<file path="src/rtl/regf_pkg.sv">
// Shared types and defaults for the multi-port register file.
package regf_pkg;

  typedef enum logic {
    CLEAR = 1'b0,
    RUN   = 1'b1
  } state_e;

  localparam int XLEN_DEF   = 32;
  localparam int DEPTH_DEF  = 32;
  localparam int NUM_RD_DEF = 2;

  // Returns field idx of a packed vector of width-bit fields (fields up to 32 bits).
  function automatic logic [31:0] get_field(input logic [127:0] vec, input int idx,
                                            input int width);
    logic [127:0] mask;
    mask = (128'(1) << width) - 128'(1);
    return 32'((vec >> (idx * width)) & mask);
  endfunction

endpackage

</file>
<file path="src/rtl/regf_rdport.sv">
// One registered read port: enable hold, zero while clearing, optional write-first
// bypass selected by REGF_BYPASS_EN.
module regf_rdport #(
  parameter int XLEN = 32,
  parameter int AW   = 5
) (
  input  logic            clk,
  input  logic            rstn,
  input  logic            clear,
  input  logic            rd_en,
  input  logic [AW-1:0]   addr,
  input  logic [XLEN-1:0] mem_data,
  input  logic            w_en,
  input  logic [AW-1:0]   w_addr,
  input  logic [XLEN-1:0] w_data,
  output logic [XLEN-1:0] rd_data
);

  logic [XLEN-1:0] rd_data_q;
  logic [XLEN-1:0] rd_data_d;

  always_comb begin
    rd_data_d = rd_data_q;
    if (clear) begin
      rd_data_d = '0;
    end else if (rd_en) begin
      if (addr == '0) begin
        rd_data_d = '0;
`ifdef REGF_BYPASS_EN
      end else if (w_en && (w_addr == addr)) begin
        rd_data_d = w_data;
`endif
      end else begin
        rd_data_d = mem_data;
      end
    end
  end

`ifndef REGF_BYPASS_EN
  logic unused_wr;
  assign unused_wr = ^{w_en, w_addr, w_data};
`endif

  always_ff @(posedge clk) begin
    if (!rstn) begin
      rd_data_q <= '0;
    end else begin
      rd_data_q <= rd_data_d;
    end
  end

  assign rd_data = rd_data_q;

endmodule

</file>
<file path="src/rtl/regf_mp.sv">
// Multi-read-port register file with post-reset clear sequencer and ready flag.
// Same-cycle write/read behaviour chosen by REGF_BYPASS_EN (write-first when defined).
module regf_mp
  import regf_pkg::*;
#(
  parameter int XLEN   = XLEN_DEF,
  parameter int DEPTH  = DEPTH_DEF,
  parameter int NUM_RD = NUM_RD_DEF,
  parameter int AW     = $clog2(DEPTH)
) (
  input  logic                   clk,
  input  logic                   rstn,
  input  logic [NUM_RD-1:0]      rd_en,
  input  logic [NUM_RD*AW-1:0]   rs_addr,
  output logic [NUM_RD*XLEN-1:0] rd_data,
  input  logic                   w_enable,
  input  logic [AW-1:0]          w_addr,
  input  logic [XLEN-1:0]        w_data,
  output logic                   ready
);

  state_e          state_q, state_d;
  logic [AW-1:0]   clr_idx_q, clr_idx_d;
  logic            ready_q, ready_d;

  logic [XLEN-1:0] mem_q [DEPTH];

  logic            clearing;
  logic            run_wr;
  logic            mem_we;
  logic [AW-1:0]   mem_wa;
  logic [XLEN-1:0] mem_wd;

  always_comb begin
    state_d   = state_q;
    clr_idx_d = clr_idx_q;
    ready_d   = ready_q;
    case (state_q)
      CLEAR: begin
        clr_idx_d = clr_idx_q + 1'b1;
        if (clr_idx_q == AW'(DEPTH - 1)) begin
          state_d = RUN;
          ready_d = 1'b1;
        end
      end
      RUN: ;
      default: state_d = CLEAR;
    endcase
  end

  always_ff @(posedge clk) begin
    if (!rstn) begin
      state_q   <= CLEAR;
      clr_idx_q <= AW'(1);
      ready_q   <= 1'b0;
    end else begin
      state_q   <= state_d;
      clr_idx_q <= clr_idx_d;
      ready_q   <= ready_d;
    end
  end

  // Entry 0 is never written, so it needs no clear; reads of it are forced to zero.
  always_comb begin
    clearing = (state_q == CLEAR);
    run_wr   = !clearing && w_enable && (w_addr != '0);
    mem_we   = rstn && (clearing || run_wr);
    mem_wa   = clearing ? clr_idx_q : w_addr;
    mem_wd   = clearing ? '0 : w_data;
  end

  always_ff @(posedge clk) begin
    if (mem_we) begin
      mem_q[mem_wa] <= mem_wd;
    end
  end

  generate
    for (genvar gi = 0; gi < NUM_RD; gi++) begin : g_rd
      logic [AW-1:0] port_addr;
      assign port_addr = AW'(get_field(128'(rs_addr), gi, AW));

      regf_rdport #(
        .XLEN(XLEN),
        .AW  (AW)
      ) u_port (
        .clk     (clk),
        .rstn    (rstn),
        .clear   (clearing),
        .rd_en   (rd_en[gi]),
        .addr    (port_addr),
        .mem_data(mem_q[port_addr]),
        .w_en    (run_wr),
        .w_addr  (w_addr),
        .w_data  (w_data),
        .rd_data (rd_data[gi*XLEN +: XLEN])
      );
    end
  endgenerate

  assign ready = ready_q;

endmodule
</file>
<file path="config.mk">
export PLATFORM = sky130hd
export DESIGN_NAME = regf_mp
export DESIGN_NICKNAME = d
export VERILOG_FILES = /design/src/rtl/regf_pkg.sv /design/src/rtl/regf_rdport.sv /design/src/rtl/regf_mp.sv
export SDC_FILE = /design/constraint.sdc
export NUM_CORES = 1
export LEC_CHECK = 0
export BUFFER_PORTS_ARGS = -buffer_cell sky130_fd_sc_hd__buf_2
export CORE_MARGIN = 4
export CORE_UTILIZATION = 30
export CTS_CLUSTER_SIZE = 20
export DETAILED_ROUTE_END_ITERATION = 6
export SETUP_SLACK_MARGIN = 0.3
export SYNTH_ARGS = -nofsm -noshare
export SYNTH_HDL_FRONTEND = slang
export SYNTH_HIERARCHICAL = 1
export SYNTH_SLANG_ARGS = --single-unit
</file>
<file path="constraint.sdc">
create_clock -name clk -period 2.8 [get_ports clk]
set_input_delay 0.28 -clock clk [delete_from_list [all_inputs] [get_ports clk]]
set_output_delay 0.28 -clock clk [all_outputs]
set_load 0.01 [all_outputs]
</file>
### After elaboration in Yosys (flattened, before gate mapping)

Memories as Yosys holds them, arrays and structs flattened.
Cells that the tools add are included.

| word-level totals | value |
|---|---|
| word-level logic and storage cells | 26 |
| memories | 1 |
| bits in writable memories | 1024 |
| bits of input ports | 52 |
| output and inout bits | 65 |
| register bits | 71 |

| cells by class | value |
|---|---|
| equal/unequal tests | 1 |
| bitwise operators | 1 |
| $add $sub $neg | 1 |
| reduce and logical (&&, ||, !) cells | 9 |
| multiplexer cells | 8 |

Memories:

| name | depth | width | rd ports | clocked after memory_dff | wr ports | line | RTL |
|---|---|---|---|---|---|---|---|
| mem_q | 32 | 32 | 2 | 0 | 1 | regf_mp.sv:26 | `logic [XLEN-1:0] mem_q [DEPTH];` |

Operators by type and width:

| operator | count |
|---|---|
| two-way mux 32 bit | 3 |
| zero test 5 bit | 2 |
| adder 5 x 1 -> 5 bit, second input constant | 1 |
| == test 5 bit, second input constant | 1 |
| two-way mux 5 bit | 1 |
| nonzero test 5 bit | 1 |
| two-way mux 1 bit | 4 |
| AND reduction 2 bit | 2 |
| logical AND 1 bit | 3 |
| logical OR 1 bit | 1 |
| inverter 1 bit | 1 |

### Longest topological paths before layout

| logic depth | value |
|---|---|
| word-level depth | 6 |
| mapped depth | 9 |
| mapped depth without buffers | 6 |

### Hierarchy

The synthesis kept the hierarchy.

Modules (own cells, without submodules):

| module | area an instance (µm²) | cells an instance | seq. area each (µm²) | instances |
|---|---|---|---|---|
| regf_mp | 49367.3 | 3470 | 30889.6 | 1 |
| regf_rdport | 1047.3 | 75 | 640.6 | 2 |

### Worst setup path after synthesis

OpenSTA, ideal clock, no wires.

| path | value |
|---|---|
| path type | reg2reg |
| start point | register state_q |
| end point | memory mem_q[4][0] (enable) |
| setup slack | -115 ps |
| clock period less this slack | 2915 ps |
| required time | 2379 ps |
| arrival time | 2494 ps |
| path buffers | 2 |
| cell stages (with the launch flop) | 7 |
| library setup time | 421 ps |
| cell sequence | dfxtp_1 -> buf_2 -> buf_2 -> nand2_1 -> o32ai_1 -> nand2_1 -> nor2_1 |

| on the way | value |
|---|---|
| word-level cells in the longest chain between the ends | 6 |
| elaborated cells on any way between the ends | 8 |
| classes of those cells | mux (3); bitwise (1); reduce/logical (4) |

RTL lines:

| element | line | RTL |
|---|---|---|
| start, declared | regf_mp.sv:22 | `state_e state_q, state_d;` |
| start signal, assigned | regf_mp.sv:57 | `state_q <= state_d;` |
| logical AND 1 bit (2 in a row) | regf_mp.sv:66 | `run_wr = !clearing && w_enable && (w_addr != '0);` |
| logical OR 1 bit | regf_mp.sv:67 | `mem_we = rstn && (clearing \|\| run_wr);` |
| logical AND 1 bit | regf_mp.sv:67 |  |
| two-way mux 1 bit | regf_mp.sv:73 | `if (mem_we) begin` |
| two-way mux 1 bit (not written as such) | regf_mp.sv:74 | `mem_q[mem_wa] <= mem_wd;` |
| end, declared | regf_mp.sv:26 |  |

Several ways; a longest one is shown, not always the timed one.

### Worst setup path after layout

| path | value |
|---|---|
| start point | register state_q |
| end point | memory mem_q[8][11] (enable) |

Same word-level chain as after synthesis.

==> flow_summary.yaml <==
pwr:
  power_density_nw_per_um2: 588
  leakagePower_nw: 22.3
  ir_drop_v: 0.000490
  power_w: 0.0355
timing:
  min_period_ns: 2.37
  fin_crit_sh: 0.848
  hold_viol_final: 0
  maxSlewHeadroom: 0.401
  finalClockSkew_ns: 0.0417
  max_freq_ghz: 0.421
  setup_viol: 0
  rsz0062_at_grt: "false"
  timing.final.ws_setup_ns: 0.426
  worst_pin_slew_ns: 0.898
  finalMaxSlewViolations: 0
die:
  rows: 151
  core_area_um2: 170000
  die-area_um2: 178000
  ios: 117
  fp.dieW_um: 422
  die_h_um: 422
  start_util: 0.303
worst_hold_path:
  min_path_type: "in2reg"
  holdPathEnd: "mem_q[3][13]$_DFFE_PP_"
  hold_path.startpoint: "w_data[13]"
  min_path_cells: 2
run_status:
  outcome: "finished, final reports clean"
placed_design:
  io_buffers: 116
  dp_hpwl_um: 104000
  gp_congestion: 0.836
  dp_slack_ns: 0.342
setup_path:
  critical-path-max-stage-delay_ns: 0.48
  cp-start-kind: "flop"
  r2r_setup_slack_ns: 0.43
  required_ns: 3.16
  crit_fanout: 13
  reg2reg_to: "mem_q[8][11]$_DFFE_PP_"
  worstPathCellList: "mux2i_1 > nand3_2 > nor2_4 > buf_4"
  cp_slowest_cell: "nand3_2"
  critPathArrivalTime_ns: 2.73
  crit_start: "state_q$_SDFF_PN0_"
  criticalPathCategory: "reg2reg"
  rr_startpoint: "state_q$_SDFF_PN0_"
  reg2reg_depth: 4
  crit_path_end_kind: "flop"
finish:
  area_growth_pct: 17.2
  finalNetCount: 3893
  drive_gt1_frac: 0.165
synthesis:
  syn_avg_cell_area_um2: 14.2
  syn_area_um2: 51500
  synth_fp_nets: 3673
  netlist_instances: 3619
  ys_warn_count: 6
grt:
  grt_max_degree: 61
  globalRouteTotalUtil: 0.187
  grt_pass1_wl_um: 245000
  grt_pass1_vias: 34201
  antenna_found_initial: 4
  overflow: 0
clocking:
  clk_pin_slew_ns: 0.06
  cts.sinks: 1095
  htreeDepth: 3
  cts-root-buf: "clkbuf_16"
  clkLatencyLatePin_ns: 0.73
  numCtsBuffers: 114
  cts.repair.resized: 0
  cts_buffer_depth: 3
  cts_tree: "done"
detailed_routing:
  wire_per_inst_um: 28.0
  ant_nets: 0
  drt_iter0_drc: 3361
  num_vias: 33997
  vias_per_cell: 5.52
  first_pass_iters: 5
  wl_um: 173000
  drc: 0
run:
  maxCapViolations: 0
-- stage by stage --
step            util  instances  area [um^2]  TNS, ns  hold WS, ns
2_1_floorplan      -       3619        51500   -59.17        0.511
3_3_place_gp   0.333       5940        56600        0        0.460
3_5_place_dp   0.333       5940        56600        0        0.460
4_1_cts        0.355       6156        60300        0        0.102
5_1_grt        0.355       6157        60300        0        0.165
6_report       0.355       6159        60300        0        0.169
-- critical path: cells and delay by family, from the launching register on --
kind / cells / cell delay [ns]
buffers and inverters: 1 / 0.39
DFF: 1 / 0.46
muxes: 1 / 0.38
and+or+nand+nor: 2 / 0.76
-- report_power, final --
group | total (W) | internal (W) | switching, W
Combinational | 0.00271 | 0.00103 | 0.00167
Clock | 0.0149 | 0.00852 | 0.00643
Sequential | 0.0178 | 0.0178 | 0.0000484
Total | 0.0355 | 0.0273 | 0.00815
-- cells in the final DEF (no fill, tap or decap), types with 4 or more instances in the layout --
| cell type | n |
|---|---|
| nand2_1 | 205 |
| clkinv_1 | 19 |
| a22o_2 | 56 |
| mux2i_1 | 1028 |
| nor2_4 | 34 |
| clkbuf_1 | 33 |
| nor2b_1 | 4 |
| a21oi_1 | 194 |
| nor3_1 | 64 |
| dfxtp_1 | 70 |
| a31oi_1 | 64 |
| nor2b_4 | 4 |
| buf_12 | 94 |
| edfxtp_1 | 1024 |
| a22oi_1 | 192 |
| and2_1 | 33 |
| clkbuf_8 | 6 |
| a22o_1 | 136 |
| clkbuf_16 | 116 |
| bufinv_16 | 8 |
| nand2b_2 | 4 |
| buf_4 | 163 |
| nand3_1 | 195 |
| clkinv_2 | 24 |
| buf_2 | 114 |
-- sequential cells by signal, indices dropped and copies added, names as in the netlist --
signal,cells
clr_idx_q,5
g_rd.u_port/rd_data,64
mem_q,1024
ready,1
state_q,1
-- worst max-delay path by stage --
| stage | to | slack (ns) |
|---|---|---|
| after floorplan | mem_q[4][0]$_DFFE_PP_ | -0.12 |
| after global placement | g_rd[0].u_port/rd_data[17]$_SDFFE_PP0P_ | 0.35 |
| after detailed placement | g_rd[0].u_port/rd_data[8]$_SDFFE_PP0P_ | 0.34 |
| after CTS | mem_q[12][19]$_DFFE_PP_ | 0.41 |
| after global routing | mem_q[8][11]$_DFFE_PP_ | 0.32 |
| final | mem_q[8][11]$_DFFE_PP_ | 0.43 |
-- what timing repair did --
item / CTS / global route
hold endpoints to repair: 7 / 0
hold buffers: 1 / 0
setup buffers: 0 / 0
-- routing by layer --
metal,part of all wire,vias up,global-route usage
met3,0.064,348,0.0234
met1,0.41,17551,0.243
met5,0,-,0
met4,0.041,0,0.0774
met2,0.48,1381,0.315
li1,-,14717,-
-- layout make-up --
type	instances	area (um^2)
fillers	16198	110000
flip-flops and latches	1095	32200
multi-input cells	2251	17900
repair buffers	374	3720
clock buffers	155	3110
well taps	2218	2780
clock inverters	60	566
inverters	3	11.3
diodes	3	7.51
Power figures use the tool's default switching activity.
